**src/rtl/game_pkg.sv**
```systemverilog
// Shared game types: direction encoding and move-scheduler FSM states.
package game_pkg;

  localparam int unsigned NUM_KEYS = 4;

  typedef enum logic [1:0] {
    DIR_LEFT  = 2'd0,
    DIR_RIGHT = 2'd1,
    DIR_UP    = 2'd2,
    DIR_DOWN  = 2'd3
  } dir_t;

  typedef enum logic [1:0] {
    ST_IDLE   = 2'd0,
    ST_ISSUE  = 2'd1,
    ST_DELAY  = 2'd2,
    ST_REPEAT = 2'd3
  } state_t;

endpackage

```
**src/rtl/rr_arbiter4.sv**
```systemverilog
// Combinational 4-way round-robin arbiter: first request at or above ptr (mod 4).
module rr_arbiter4
  import game_pkg::*;
(
  input  logic [NUM_KEYS-1:0] i_req,
  input  logic [1:0]          i_ptr,
  output logic [1:0]          o_grant_c,
  output logic                o_grant_valid_c
);

  logic [1:0] w_idx;

  // Scan offsets from highest to lowest so the nearest request to ptr wins.
  always_comb begin
    o_grant_c       = i_ptr;
    o_grant_valid_c = 1'b0;
    w_idx           = i_ptr;
    for (int k = int'(NUM_KEYS) - 1; k >= 0; k--) begin
      w_idx = i_ptr + 2'(k);
      if (i_req[w_idx]) begin
        o_grant_c       = w_idx;
        o_grant_valid_c = 1'b1;
      end
    end
  end

endmodule

```
**src/rtl/key_move_scheduler.sv**
```systemverilog
// Direction key strobes -> single-step move commands with round-robin
// arbitration and typematic auto-repeat over a valid/ready handshake.
module key_move_scheduler
  import game_pkg::*;
#(
  parameter int unsigned REPEAT_DELAY  = 25_000_000,
  parameter int unsigned REPEAT_PERIOD = 5_000_000,
  parameter int unsigned CNT_W         = 25
) (
  input  logic       CLK_50M,
  input  logic       RST,
  input  logic       left_key,
  input  logic       right_key,
  input  logic       up_key,
  input  logic       down_key,
  input  logic       move_ready,
  output logic       move_valid,
  output logic [1:0] move_dir,
  output logic       move_repeat,
  output logic       busy
);

  localparam logic [CNT_W-1:0] DELAY_LOAD  = CNT_W'(REPEAT_DELAY - 1);
  localparam logic [CNT_W-1:0] PERIOD_LOAD = CNT_W'(REPEAT_PERIOD - 1);

  logic [NUM_KEYS-1:0] w_keys;
  logic [NUM_KEYS-1:0] r_key_q;
  logic [NUM_KEYS-1:0] r_key_qq;
  logic [NUM_KEYS-1:0] w_rise;

  state_t              r_state;
  state_t              w_state_nxt;
  logic [CNT_W-1:0]    r_timer;
  logic [CNT_W-1:0]    w_timer_nxt;
  logic [1:0]          r_rr_ptr;
  logic [1:0]          w_rr_ptr_nxt;
  logic                r_move_valid;
  logic                w_move_valid_nxt;
  dir_t                r_move_dir;
  dir_t                w_move_dir_nxt;
  logic                r_move_repeat;
  logic                w_move_repeat_nxt;
  logic                r_busy;

  logic [1:0]          w_grant;
  logic                w_grant_valid;
  logic                w_active_held;

  assign w_keys        = {down_key, up_key, right_key, left_key};
  assign w_rise        = r_key_q & ~r_key_qq;
  assign w_active_held = r_key_q[r_move_dir];

  rr_arbiter4 u_arb (
    .i_req           (w_rise),
    .i_ptr           (r_rr_ptr),
    .o_grant_c       (w_grant),
    .o_grant_valid_c (w_grant_valid)
  );

  // Key history for rising-edge detection.
  always_ff @(posedge CLK_50M or posedge RST) begin
    if (RST) begin
      r_key_q  <= '0;
      r_key_qq <= '0;
    end else begin
      r_key_q  <= w_keys;
      r_key_qq <= r_key_q;
    end
  end

  // Next-state, timer, pointer and output-register values.
  always_comb begin
    w_state_nxt       = r_state;
    w_timer_nxt       = r_timer;
    w_rr_ptr_nxt      = r_rr_ptr;
    w_move_valid_nxt  = r_move_valid;
    w_move_dir_nxt    = r_move_dir;
    w_move_repeat_nxt = r_move_repeat;

    case (r_state)
      ST_IDLE: begin
        if (w_grant_valid) begin
          w_state_nxt       = ST_ISSUE;
          w_move_valid_nxt  = 1'b1;
          w_move_dir_nxt    = dir_t'(w_grant);
          w_move_repeat_nxt = 1'b0;
          w_rr_ptr_nxt      = w_grant + 2'd1;
        end
      end

      // Pending command is frozen; new rises here are dropped.
      ST_ISSUE: begin
        if (move_ready) begin
          w_move_valid_nxt = 1'b0;
          if (w_active_held) begin
            w_state_nxt = r_move_repeat ? ST_REPEAT : ST_DELAY;
            w_timer_nxt = r_move_repeat ? PERIOD_LOAD : DELAY_LOAD;
          end else begin
            w_state_nxt = ST_IDLE;
          end
        end
      end

      // Waiting for repeat: a fresh press pre-empts, release ends the press.
      ST_DELAY, ST_REPEAT: begin
        if (w_grant_valid) begin
          w_state_nxt       = ST_ISSUE;
          w_move_valid_nxt  = 1'b1;
          w_move_dir_nxt    = dir_t'(w_grant);
          w_move_repeat_nxt = 1'b0;
          w_rr_ptr_nxt      = w_grant + 2'd1;
          w_timer_nxt       = '0;
        end else if (!w_active_held) begin
          w_state_nxt = ST_IDLE;
          w_timer_nxt = '0;
        end else if (r_timer == '0) begin
          w_state_nxt       = ST_ISSUE;
          w_move_valid_nxt  = 1'b1;
          w_move_repeat_nxt = 1'b1;
        end else begin
          w_timer_nxt = r_timer - CNT_W'(1);
        end
      end

      default: begin
        w_state_nxt      = ST_IDLE;
        w_move_valid_nxt = 1'b0;
      end
    endcase
  end

  // State, timer and registered outputs.
  always_ff @(posedge CLK_50M or posedge RST) begin
    if (RST) begin
      r_state       <= ST_IDLE;
      r_timer       <= '0;
      r_rr_ptr      <= 2'd0;
      r_move_valid  <= 1'b0;
      r_move_dir    <= DIR_LEFT;
      r_move_repeat <= 1'b0;
      r_busy        <= 1'b0;
    end else begin
      r_state       <= w_state_nxt;
      r_timer       <= w_timer_nxt;
      r_rr_ptr      <= w_rr_ptr_nxt;
      r_move_valid  <= w_move_valid_nxt;
      r_move_dir    <= w_move_dir_nxt;
      r_move_repeat <= w_move_repeat_nxt;
      r_busy        <= (w_state_nxt != ST_IDLE);
    end
  end

  assign move_valid  = r_move_valid;
  assign move_dir    = r_move_dir;
  assign move_repeat = r_move_repeat;
  assign busy        = r_busy;

endmodule
```
**config.mk**
```make
export PLATFORM = sky130hd
export DESIGN_NAME = key_move_scheduler
export DESIGN_NICKNAME = d
export VERILOG_FILES = /design/src/rtl/game_pkg.sv /design/src/rtl/rr_arbiter4.sv /design/src/rtl/key_move_scheduler.sv
export SDC_FILE = /design/constraint.sdc
export NUM_CORES = 1
export LEC_CHECK = 0
export BUFFER_PORTS_ARGS = -buffer_cell sky130_fd_sc_hd__buf_2
export CAP_MARGIN = 5
export CORE_ASPECT_RATIO = 0.75
export CORE_MARGIN = 2
export CORE_UTILIZATION = 28
export DETAILED_ROUTE_END_ITERATION = 7
export PLACE_DENSITY = 0.46
export SYNTH_ARGS = -nofsm -noshare
export SYNTH_HDL_FRONTEND = slang
export SYNTH_HIERARCHICAL = 1
export SYNTH_SLANG_ARGS = --single-unit
```
**constraint.sdc**
```tcl
create_clock -name CLK_50M -period 3.1 [get_ports CLK_50M]
set_input_delay 0.31 -clock CLK_50M [delete_from_list [all_inputs] [get_ports CLK_50M]]
set_output_delay 0.31 -clock CLK_50M [all_outputs]
set_load 0.02 [all_outputs]
```
## After elaboration in Yosys (flattened, before gate mapping)

Index checks and enable logic that the tools add are counted.
W data, S select, Z words.

| storage, ports and cells | value |
|---|---|
| flip-flop bits (word level) | 42 |
| input port bits | 7 |

| cells by class | value |
|---|---|
| add/subtract/negate cells | 5 |
| magnitude comparators | 5 |
| eq/ne operators | 9 |
| mux-type cells | 42 |
| bitwise gates (word level) | 2 |
| reduce and logical (&&, ||, !) cells | 11 |

Operator list:

| cell | number |
|---|---|
| $mux W25 | 6 |
| $pmux W25 S2 | 1 |
| $logic_not A25 Y1 | 1 |
| $sub A25 B1 Y25 const B | 1 |
| $mux W2 | 10 |
| $mux W1 | 17 |
| $lt A2 B3 Y1 const B | 5 |
| $reduce_and A4 Y1 | 3 |
| $bmux W1 S2 | 5 |
| $ne A3 B2 Y1 const B | 2 |
| $pmux W2 S3 | 1 |
| $reduce_bool A2 Y1 | 3 |
| $add A2 B1 Y2 const B | 2 |
| $add A2 B2 Y2 const B | 2 |
| $and A4 B4 Y4 | 1 |
| $eq A2 B2 Y1 const B | 2 |
| $ne A2 B2 Y1 const B | 2 |
| $ne A4 B3 Y1 const B | 1 |
| $not A4 Y4 | 1 |
| $pmux W1 S3 | 1 |
| $reduce_or A3 Y1 | 1 |
| $eq A2 B1 Y1 const B | 1 |
| $logic_not A2 Y1 | 1 |
| $ne A2 B1 Y1 const B | 1 |
| other kinds (3) | 3 |

## Logic depth before layout (Yosys ltp)

Gate-level depths: netlist of run 1.

| depth | value |
|---|---|
| depth in word-level cells | 11 |
| depth in mapped cells | 9 |

## Cells and area by module

The synthesis of run 1 kept the hierarchy.

Modules (own cells, without submodules):

| module | instances | cells an instance | area each (um^2) | seq. area each (um^2) |
|---|---|---|---|---|
| key_move_scheduler | 1 | 233 | 2274.7 | 1051.0 |
| rr_arbiter4 | 1 | 16 | 100.1 | 0.0 |

## Least setup slack after synthesis of run 1

Ideal clock, no wire load.

| timing | value |
|---|---|
| kind | reg-to-reg |
| start point | reg r_key_q[3] |
| end point | reg r_timer[13] |
| arrival | 1.950 ns |
| required time | 2.978 ns |
| slack | 1.028 ns |
| stages on the path, launching flop included | 9 |
| path buffers | 1 |
| clock period less this slack | 2.072 ns |
| cell sequence | dfrtp_1 > nor2b_1 > nor2_1 > nand2_1 > nor2b_1 > nand2_1 > buf_2 > o31a_2 > a32o_1 |

| between the ends | value |
|---|---|
| cells in the longest elaborated chain, start to end | 9 |
| elaborated cells between the ends (all ways) | 21 |

Ends and longest elaborated chain:

| element | line | source |
|---|---|---|
| start, declared | key_move_scheduler.sv:27 | `logic [NUM_KEYS-1:0] r_key_q;` |
| start signal, assigned | key_move_scheduler.sv:66 | `r_key_q <= w_keys;` |
| $and A4 B4 Y4 (*) | key_move_scheduler.sv:50 | `assign w_rise = r_key_q & ~r_key_qq;` |
| named net w_rise[3] | key_move_scheduler.sv:29 | `logic [NUM_KEYS-1:0] w_rise;` |
| $bmux W1 S2 | rr_arbiter4.sv:20 | `if (i_req[w_idx]) begin` |
| $mux W1 (not written as such) | rr_arbiter4.sv:20 |  |
| $mux W1 (3 in series) | rr_arbiter4.sv:20 |  |
| $mux W1 (*) | rr_arbiter4.sv:20 |  |
| named net w_grant_valid | key_move_scheduler.sv:46 | `logic w_grant_valid;` |
| $ne A4 B3 Y1 (no source line) / $mux W25 (equally long branches) | - |  |
| $reduce_and A4 Y1 (no source line) / $pmux W25 S2 (equally long branches) | - |  |
| end signal, assigned | key_move_scheduler.sv:144 | `r_timer <= w_timer_nxt;` |
| end, declared | key_move_scheduler.sv:33 | `logic [CNT_W-1:0] r_timer;` |

Mark *: on every way through the listed nets, which the timed path passes. The rest lies on a longest branch. The select of a mux whose other input is x is not followed.
A chain may end at the register's enable or synchronous reset.

## Worst setup path in the final report of run 1

| timing | value |
|---|---|
| start point | reg r_timer[0] |
| end point | reg r_timer[6] |

| between the ends | value |
|---|---|
| cells in the longest elaborated chain, start to end | 5 |
| elaborated cells between the ends (all ways) | 8 |

Ends and longest elaborated chain:

| element | line | source |
|---|---|---|
| $sub A25 B1 Y25 | key_move_scheduler.sv:121 | `w_timer_nxt = r_timer - CNT_W'(1);` |
| $mux W25 | key_move_scheduler.sv:116 | `end else if (r_timer == '0) begin` |
| $mux W25 | key_move_scheduler.sv:113 | `end else if (!w_active_held) begin` |
| $mux W25 | key_move_scheduler.sv:106 | `if (w_grant_valid) begin` |
| $pmux W25 S2 | key_move_scheduler.sv:80 | `case (r_state)` |

Several ways; a longest one is shown, not always the timed one. The select of a mux whose other input is x is not followed.

==> flow_summary.ini, run 1 <==
[finish]
nets = 269
n_antenna_cell = 0
layout-drive-gt1-share_pct = 14.94
fin_util_pct = 32.50
postLayoutCellArea_sq_um = 2713
final_cells = 369
syn2layout_area_growth_pct = 14.23

[critical_path]
r2r_cells = 7
cpLargestDelayFamily = simple AND/OR/NAND/NOR gates
worst_path_largest_cell_delay_ns = 0.69
arrival_ns = 2.64
endpoint_kind = register
r2r_start = r_timer[0]
cp.required_ns = 3.24
worstSetupStartpoint = r_timer[0]
cp-start-kind = register
rr_endpoint = r_timer[6]
crit_fanout = 18
rrSetupSlack_ns = 0.60
path_cells = inv_1, ha_1, nor3b_1, nand4_4, o31ai_4, or3_1, a21oi_1
worst-path-buf-inv = 1
worstSetupPathType = reg -> reg
cp_slowest_cell = o31ai_4

[yosys]
synth_mux_area_share_pct = 2.792
synth_edf_count = 0
synth_xor_xnor_area_share_pct = 0.3688
synth_simple_gate_area_share_pct = 23.45
synth_top_area_cell = dfrtp_1
synth_cell_types = 60
yosys.area.top_type_share_pct = 44.26
synthTopCellsByArea = dfrtp_1 44%, a21oi_1 4.2%, nor2_1 3.0%
synth_seq_area_share_pct = 44.26
synth-async-reset-ratio_pct = 100.0
yosys_most_used_dff = dfrtp_1
synthAdderAreaFrac_pct = 0.5269
postSynthCellCount = 249
ys_ff_latch = 42
syn_area_sq_um = 2375
synth-warning-count = 6
synth_top_family_by_area = compound AO/OA/AOI/OAI gates
syn_nets = 257
synth_compound_area_share_pct = 25.50
syn-mean-instance-area_sq_um = 9.537

[clock_tree]
cts_tree = built
clk_pin_slew_ns = 0.06
root_buffer = clkbuf_16
clkSinkCount = 42
clk_latency_ns = 0.28
cts_max_level = 2
cts_inserted_buffers = 5
cts-resized-gates = 0
clockBufferDepth = 2
cts_setup_buffers = 0
cts-hold-fix-buffers = 0

[min_path]
min_from = down_key
min_to = r_key_q[3]
min-delay-path-class = in -> reg
worstHoldPathCells = 1

[grt]
antenna_found_initial = 0
globalRouteTotalUtil_pct = 14.13
grt_pass1_vias = 1859
grt_pass1_wl_um = 10180
grt_overflow = 0
grt_start_max_net_pins = 43

[sta]
slew_violations = 0
fin_tns_setup_ns = 0
period_share_pct = 80.59
relSlewSlack_pct = 38.88
fin_skew_ns = 0.008068
rsz0062_at_grt = no
timing.final.crit_period_ns = 2.498
hold_violations = 0
setup_violations = 0
fmax_mhz = 400.3
worst_pin_slew_ns = 0.9155

[placed_design]
place_area_sq_um = 2544
routabilityCongestion = 0.7866
io_buffers = 11
dp_hpwl_um = 4283
dp_cells = 362

[route]
vias_per_cell = 5.382
wl_um = 5997
vias = 1986
drt_iter0_drc = 186
ant_nets = 0
post_drt_wl_per_cell_um = 16.25
drt_first_pass_iters = 4
drc = 0

[flow_run]
drv_cap = 0

[floorplanning]
die_x_um = 110.3
ios = 12
start_util_pct = 28.46
core_region_area_sq_um = 8346
dieArea_sq_um = 9242
row_count = 29
die_h_um = 83.76

[pwr]
p_per_area_nw_per_um2 = 882.8
ir_worst_vdd_v = 0.0002970
leakage_nw = 1.038
finalPower_mw = 2.395

[run_status]
status = complete, no violations
==> worst max path at each step <==
stage                       end  slack, ns  depth (start not counted)
finish               r_timer[6]       0.60                          7
global route        r_timer[23]       0.33                          7
CTS                 r_timer[15]       0.60                          7
floorplan           r_timer[13]       1.03                          8
detailed placement  r_timer[17]       0.62                          7
global placement    r_timer[15]       0.67                          7
==> power breakdown <==
group	total, mW	internal, mW	switching, mW
Combinational	0.889	0.358	0.531
Clock	0.606	0.398	0.209
Sequential	0.899	0.711	0.188
Total	2.39	1.47	0.928
==> worst reg2reg max path: cells and delay by family (launching register included) <==
family,cells,cell delay (ns)
buf+inv,1,0.07
simple gates,3,0.94
compound gates,2,0.77
fa+ha+maj,1,0.19
flops,1,0.41
==> cell type report <==
type	instances	area (sq um)
inverter	10	37.54
fill	847	5633
multi-input combinational	189	1250
tap	108	135.1
clock inverter	1	30.03
sequential	42	1051
timing repair buffer	13	70.07
clock buffer	6	138.9
==> stage by stage <==
stage / hold WS [ns] / setup WS, ns
2_1_floorplan: 0.3414 / 1.028
3_3_place_gp: 0.4173 / 0.6657
3_5_place_dp: 0.4193 / 0.6167
4_1_cts: 0.1303 / 0.6016
5_1_grt: 0.1186 / 0.3257
6_report: 0.1333 / 0.6017
==> kinds of logic after synthesis <==
| kind of cell | Yosys count |
|---|---|
| and+or+nand+nor | 96 |
| AOI/OAI and AO/OA | 86 |
| DFF | 42 |
| buffers and inverters | 18 |
| muxes | 5 |
| xor gates and xnor gates | 1 |
| adders and majority gates | 1 |
==> cell usage in the layout (no fill, tap or decap), drive strengths merged, types with 3 or more instances in the layout <==
cell,synthesis,routed
a21o,5,5
nor2b,9,9
o31ai,10,10
or3,5,5
a31oi,6,6
nor3,14,14
a21oi,20,20
o21ai,18,18
nand2,18,18
mux2,3,3
nor2,19,19
nand4,4,4
inv,10,10
buf,3,13
and2b,3,3
dfrtp,42,42
clkbuf,5,6
or4,9,9
==> per-layer routing <==
metal / global-route usage (%) / up-vias / share of wire (%)
met5: 0 / - / 0
met4: 2.727 / 0 / 0.62
met3: 2.576 / 2 / 3.7
met2: 18.24 / 36 / 39
met1: 23.79 / 970 / 57
li1: - / 978 / -
==> flip-flops by register name, indices dropped and copies added, names as in the netlist <==
register	count
busy	1
move_dir	2
move_repeat	1
move_valid	1
r_key_q	4
r_key_qq	4
r_rr_ptr	2
r_state	2
r_timer	25
==> synthesized netlist by cell type (all sizes together), types with 2 or more instances <==
| library cell | n |
|---|---|
| dfrtp | 42 |
| a21oi | 20 |
| nor2 | 19 |
| nand2 | 18 |
| o21ai | 18 |
| nor3 | 14 |
| inv | 10 |
| o31ai | 10 |
| nor2b | 9 |
| or4 | 9 |
| a31oi | 6 |
| a21o | 5 |
| clkbuf | 5 |
| or3 | 5 |
| nand4 | 4 |
| and2b | 3 |
| buf | 3 |
| mux2 | 3 |
| a211oi | 2 |
| a221oi | 2 |
| a22o | 2 |
| a2bb2oi | 2 |
| a31o | 2 |
| a32o | 2 |
| and2 | 2 |
| nand2b | 2 |
| nand3 | 2 |
| nor3b | 2 |
| nor4 | 2 |
| o22ai | 2 |
| o32a | 2 |
| o32ai | 2 |
| or2 | 2 |
No activity file was read; power rests on OpenSTA's default activity.
==> run 2, diff against run 1 <==
ABC_AREA = 1   (was default)
PLACE_DENSITY = 0.47   (was 0.46)
clock period = 2.27 ns   (was 3.1 ns; I/O delays follow)
==> run 2 against run 1 <==
  * Area after synthesis rose by 17%
  * Global-route usage fell by 0.071 points
  * Worst setup slack got worse by 0.38 ns
  * Largest power group is now combinational cells
  * First-iteration DRC count grew 11%
  * Maximum frequency up 22%
  * Combinational power increased by 110%
  * Largest cell class unchanged
  * Critical path depth rose by 8
  * Count of clock-buffer cells in the layout is the same
  * Worst hold slack worse by 0.094 ns
  * Routed wire length increased by 18%
==> flow_summary.ini, run 2 <==
[finish]
postLayoutCellArea_sq_um = 3237
largest_reg_flops = 25
syn2layout_area_growth_pct = 16.69
layout_commonest_cell = nand2_1
max_flop_register = r_timer
mostFrequentLayoutCells = 112 x nand2_1, 58 x nor2_1, 48 x inv_1, 41 x nand3_1, 41 x dfrtp_1
reg.largest.list = r_timer: 25 flops, r_key_q: 4 flops, r_key_qq: 4 flops
fin_util_pct = 33.51
multiInputGateArea_sq_um = 1464
regArea_sq_um = 1052
fill_cells = 1032
layout-drive-gt1-share_pct = 13.98
nets = 429
n_antenna_cell = 0

[route]
ant_nets = 0
vias = 2523
drt_first_pass_iters = 5
drt_iter0_drc = 206
post_drt_wl_per_cell_um = 12.75
vias_per_cell = 4.554
wl_um = 7062
drc = 0

[sta]
relSlewSlack_pct = 59.58
timing.final.crit_period_ns = 2.043
fin_skew_ns = 0.004386
slew_violations = 0
rsz0062_at_grt = no
period_share_pct = 90.02
fin_tns_setup_ns = 0
worst_pin_slew_ns = 0.6056
fmax_mhz = 489.4
setup_violations = 0
hold_ws_ns = 0.03945
hold_violations = 0

[floorplanning]
ios = 12
start_util_pct = 28.72
core_region_area_sq_um = 9658
die_x_um = 118.9
dieArea_sq_um = 10730
row_count = 31
die_h_um = 90.20

[critical_path]
worst_path_most_repeated_cell = inv_1
r2r_start = r_key_q[3]
worstSetupPathType = reg -> reg
arrival_ns = 2.21
path_cells = inv_1, nor2_1, inv_1, nand2_1, nand3_1, nand2_1, inv_1, nand3_1, inv_2, nand3_2, nor2_8, nand2_4, nand2_8, nor2_4, a21oi_1
worst_path_largest_cell_delay_ns = 0.38
crit_fanout = 10
cp_slowest_cell = dfrtp_1
cp-start-kind = register
cp.required_ns = 2.44
r2r_cells = 15
endpoint_kind = register
worstSetupStartpoint = r_key_q[3]

[yosys]
synthTopCellsByCount = 112 x nand2_1, 58 x nor2_1, 49 x inv_1, 42 x dfrtp_1, 41 x nand3_1
synth-warning-count = 6
synth_cell_types = 36
syn_area_sq_um = 2774
yosys.area.top_type_share_pct = 37.89
syn_nets = 405
ys_ff_latch = 42
synthTopCellsByArea = dfrtp_1 38%, nand2_1 15%, nor2_1 7.8%
syn-mean-instance-area_sq_um = 6.987
synth_top_area_cell = dfrtp_1
synth.most_common_cell = nand2_1
postSynthCellCount = 397
synth_edf_count = 0
yosys_most_used_dff = dfrtp_1
synth_seq_area_share_pct = 37.89
synth-async-reset-ratio_pct = 100.0

[placed_design]
place_area_sq_um = 3023
io_buffers = 11
routabilityCongestion = 0.8194
dp_hpwl_um = 5416

[grt]
globalRouteTotalUtil_pct = 14.05
antenna_found_initial = 0
grt_pass1_wl_um = 11870
grt_start_max_net_pins = 16
grt_overflow = 0
grt_pass1_vias = 2274

[clock_tree]
clockBufferDepth = 2
cts_tree = built
clkSinkCount = 42
root_buffer = clkbuf_16
cts_inserted_buffers = 5
cts_max_level = 2
clk_pin_slew_ns = 0.06
clk_latency_ns = 0.29

[min_path]
worstHoldPathCells = 1
min_from = right_key
min-delay-path-class = in -> reg

[run_status]
status = complete, no violations

[flow_run]
drv_cap = 0

[pwr]
leakage_nw = 1.624
ir_worst_vdd_v = 0.0003341
finalPower_mw = 3.974
p_per_area_nw_per_um2 = 1228
-- run 2: changes by cell type in the layout (fill, tap and decap cells not counted), moves of 10 or more --
cell / previous run / this run
nand2_1: 18 / 112
inv_1: 9 / 48
nand3_1: 2 / 41
nor2_1: 19 / 58
nor3_1: 14 / 4
-- run 2: final timing paths --
check | to | slack, ns
setup / recovery | r_timer[1] | 0.23
hold / removal | r_key_q[1] | 0.04
setup reg to reg | r_timer[1] | 0.23
hold reg to reg | r_key_qq[1] | 0.41
max in group asynchronous | r_rr_ptr[0] | 1.30
min in group asynchronous | r_timer[2] | 0.44
-- run 2: power breakdown --
group	switching [mW]	internal, mW	total (mW)
Sequential	0.213	0.956	1.17
Combinational	1.22	0.620	1.84
Clock	0.303	0.661	0.963
-- run 2: cells by family after synthesis --
family / after synthesis / synth area share, %
and+or+nand+nor: 243 / 40.82
buffers and inverters: 60 / 9.337
AOI/OAI and AO/OA: 44 / 9.292
DFF: 42 / 37.89
xor gates and xnor gates: 7 / 2.210
adders and majority gates: 1 / 0.4510
-- run 2: metal layers --
layer | part of all wire, % | vias up | global-route usage, %
li1 | - | 1301 | -
met1 | 54 | 1162 | 21.84
met2 | 39 | 50 | 19.30
met3 | 5.3 | 10 | 2.919
met4 | 1.3 | 0 | 3.869
met5 | 0 | - | 0
-- run 2: timing repair --
item / CTS / global route
resized for setup: 0 / 2
setup buffers: 0 / 0
hold buffers: 1 / 0
hold endpoints to repair: 13 / 0
setup endpoints to repair: 0 / 5
-- run 2: layout make-up --
cell class | instances | area share, %
multi-input combinational | 295 | 45.23
clock inverter | 2 | 1.855
inverter | 54 | 6.455
clock buffer | 6 | 4.291
tap | 132 | 5.102
sequential | 42 | 32.51
timing repair buffer | 23 | 4.561
-- run 2: critical path: cells and delay by family, from the launching register on --
kind	cells	cell delay, ns
compound gates	1	0.10
buf+inv	4	0.22
simple gates	10	1.21
flops	1	0.38
-- run 2: per-stage QoR --
| step | std cells | setup slack [ns] |
|---|---|---|
| floorplan | 397 | 0.2999 |
| global placement | 545 | 0.1529 |
| detailed placement | 545 | 0.1343 |
| CTS | 554 | 0.1275 |
| global route | 554 | 0.001372 |
| finish | 554 | 0.2266 |
==> run 3, diff against run 2 <==
RECOVER_POWER = 25   (was default)
==> run 3 against run 2 <==
  * Final cell count did not move
  * Global-route usage did not move
  * First-iteration DRC count did not move
  * Sequential share of layout area barely moved
  * Combinational power barely moved
  * Clock skew did not move
  * Final area barely moved
  * Critical path depth did not move
  * Via count did not move
  * Clock power barely moved
  * Worst hold slack did not move
  * Critical endpoint unchanged
  * Largest cell class unchanged
==> flow_summary.ini, run 3 (synthesis gave the netlist of run 2 again) <==
[finish]
largest_reg_flops = 25
reg.largest.list = r_timer: 25 flops, r_key_q: 4 flops, r_key_qq: 4 flops
postLayoutCellArea_sq_um = 3236
layout-drive-gt1-share_pct = 13.51
fill_cells = 1033
layout_commonest_cell = nand2_1
mostFrequentLayoutCells = 112 x nand2_1, 58 x nor2_1, 49 x inv_1, 41 x nand3_1, 41 x dfrtp_1
syn2layout_area_growth_pct = 16.64
regArea_sq_um = 1052
final_cells = 554
multiInputGateArea_sq_um = 1464
n_antenna_cell = 0
nets = 429
max_flop_register = r_timer

[sta]
period_share_pct = 90.02
relSlewSlack_pct = 59.58
worst_pin_slew_ns = 0.6056
rsz0062_at_grt = no
timing.final.crit_period_ns = 2.043
fin_skew_ns = 0.004386
hold_violations = 0
fin_tns_setup_ns = 0
fmax_mhz = 489.4
hold_ws_ns = 0.03945
slew_violations = 0
setup_violations = 0

[grt]
grt_start_max_net_pins = 16
grt_pass1_wl_um = 11870
antenna_found_initial = 0
grt_pass1_vias = 2274
globalRouteTotalUtil_pct = 14.05
grt_overflow = 0

[critical_path]
endpoint_kind = register
crit_fanout = 10
worstSetupPathType = reg -> reg
arrival_ns = 2.21
cp.required_ns = 2.44
cp-start-kind = register

[route]
drc = 0
drt_iter0_drc = 206
wl_um = 7062
ant_nets = 0
vias_per_cell = 4.554
vias = 2523
drt_first_pass_iters = 5
post_drt_wl_per_cell_um = 12.75

[placed_design]
routabilityCongestion = 0.8194
dp_hpwl_um = 5416
dp_cells = 545
place_area_sq_um = 3023
io_buffers = 11

[floorplanning]
row_count = 31
core_region_area_sq_um = 9658
die_x_um = 118.9
start_util_pct = 28.72
ios = 12
dieArea_sq_um = 10730
die_h_um = 90.20

[clock_tree]
cts_inserted_buffers = 5
clk_pin_slew_ns = 0.06
cts_tree = built
clk_latency_ns = 0.29
clkSinkCount = 42
clockBufferDepth = 2
root_buffer = clkbuf_16
cts_max_level = 2

[pwr]
p_per_area_nw_per_um2 = 1227
finalPower_mw = 3.971
ir_worst_vdd_v = 0.0003341
leakage_nw = 1.622

[flow_run]
drv_cap = 0

[run_status]
status = complete, no violations

[min_path]
min-delay-path-class = in -> reg
==> run 3: stage by stage <==
step,utilization [%],setup WS (ns)
global placement,31.30,0.1529
CTS,33.46,0.1275
detailed placement,31.30,0.1343
floorplan,-,0.2999
finish,33.50,0.2266
global route,33.50,0.001372
==> run 3: final timing paths <==
path / startpoint / endpoint / slack (ns) / depth (start not counted)
max in group asynchronous: RST / r_rr_ptr[0] / 1.08 / 4
setup reg to reg: r_key_q[3] / r_timer[1] / 0.23 / 15
hold reg to reg: r_key_q[1] / r_key_qq[1] / 0.41 / 0
setup / recovery: r_key_q[3] / r_timer[1] / 0.23 / 15
min in group asynchronous: RST / r_timer[2] / 0.55 / 3
hold / removal: right_key / r_key_q[1] / 0.04 / 1
==> run 3: worst max-delay path, cell delays in order, from the launching register on <==
cell and delay, ns:
dfrtp_1 0.38, inv_1 0.05, nor2_1 0.19, inv_1 0.07, nand2_1 0.09, nand3_1 0.10
nand2_1 0.07, inv_1 0.05, nand3_1 0.12, inv_2 0.05, nand3_2 0.15, nor2_8 0.06
nand2_4 0.12, nand2_8 0.10, nor2_4 0.21, a21oi_1 0.10
==> run 3: power by group <==
part | internal, mW | total, mW | switching (mW)
registers | 0.956 | 1.17 | 0.213
clock network | 0.661 | 0.963 | 0.303
logic | 0.617 | 1.84 | 1.22
==> run 3: area by class of cell <==
| cell class | instances | area share (%) |
|---|---|---|
| clock buffer | 6 | 4.292 |
| clock inverter | 2 | 1.856 |
| inverter | 54 | 6.458 |
| multi-input combinational | 295 | 45.24 |
| sequential | 42 | 32.52 |
| tap | 132 | 5.104 |
| timing repair buffer | 23 | 4.524 |
==> run 3: routing by layer <==
layer	GRT usage, %	part of all wire [%]	vias up
li1	-	-	1301
met1	21.84	54	1162
met2	19.30	39	50
met3	2.919	5.3	10
met4	3.869	1.3	0
met5	0	0	-
==> run 3: timing repair <==
| action | CTS | global route |
|---|---|---|
| buffers inserted | 0 | 0 |
| resized for setup | 0 | 2 |
| setup endpoints to repair | 0 | 5 |
| hold endpoints to repair | 13 | 0 |
| hold buffers | 1 | 0 |
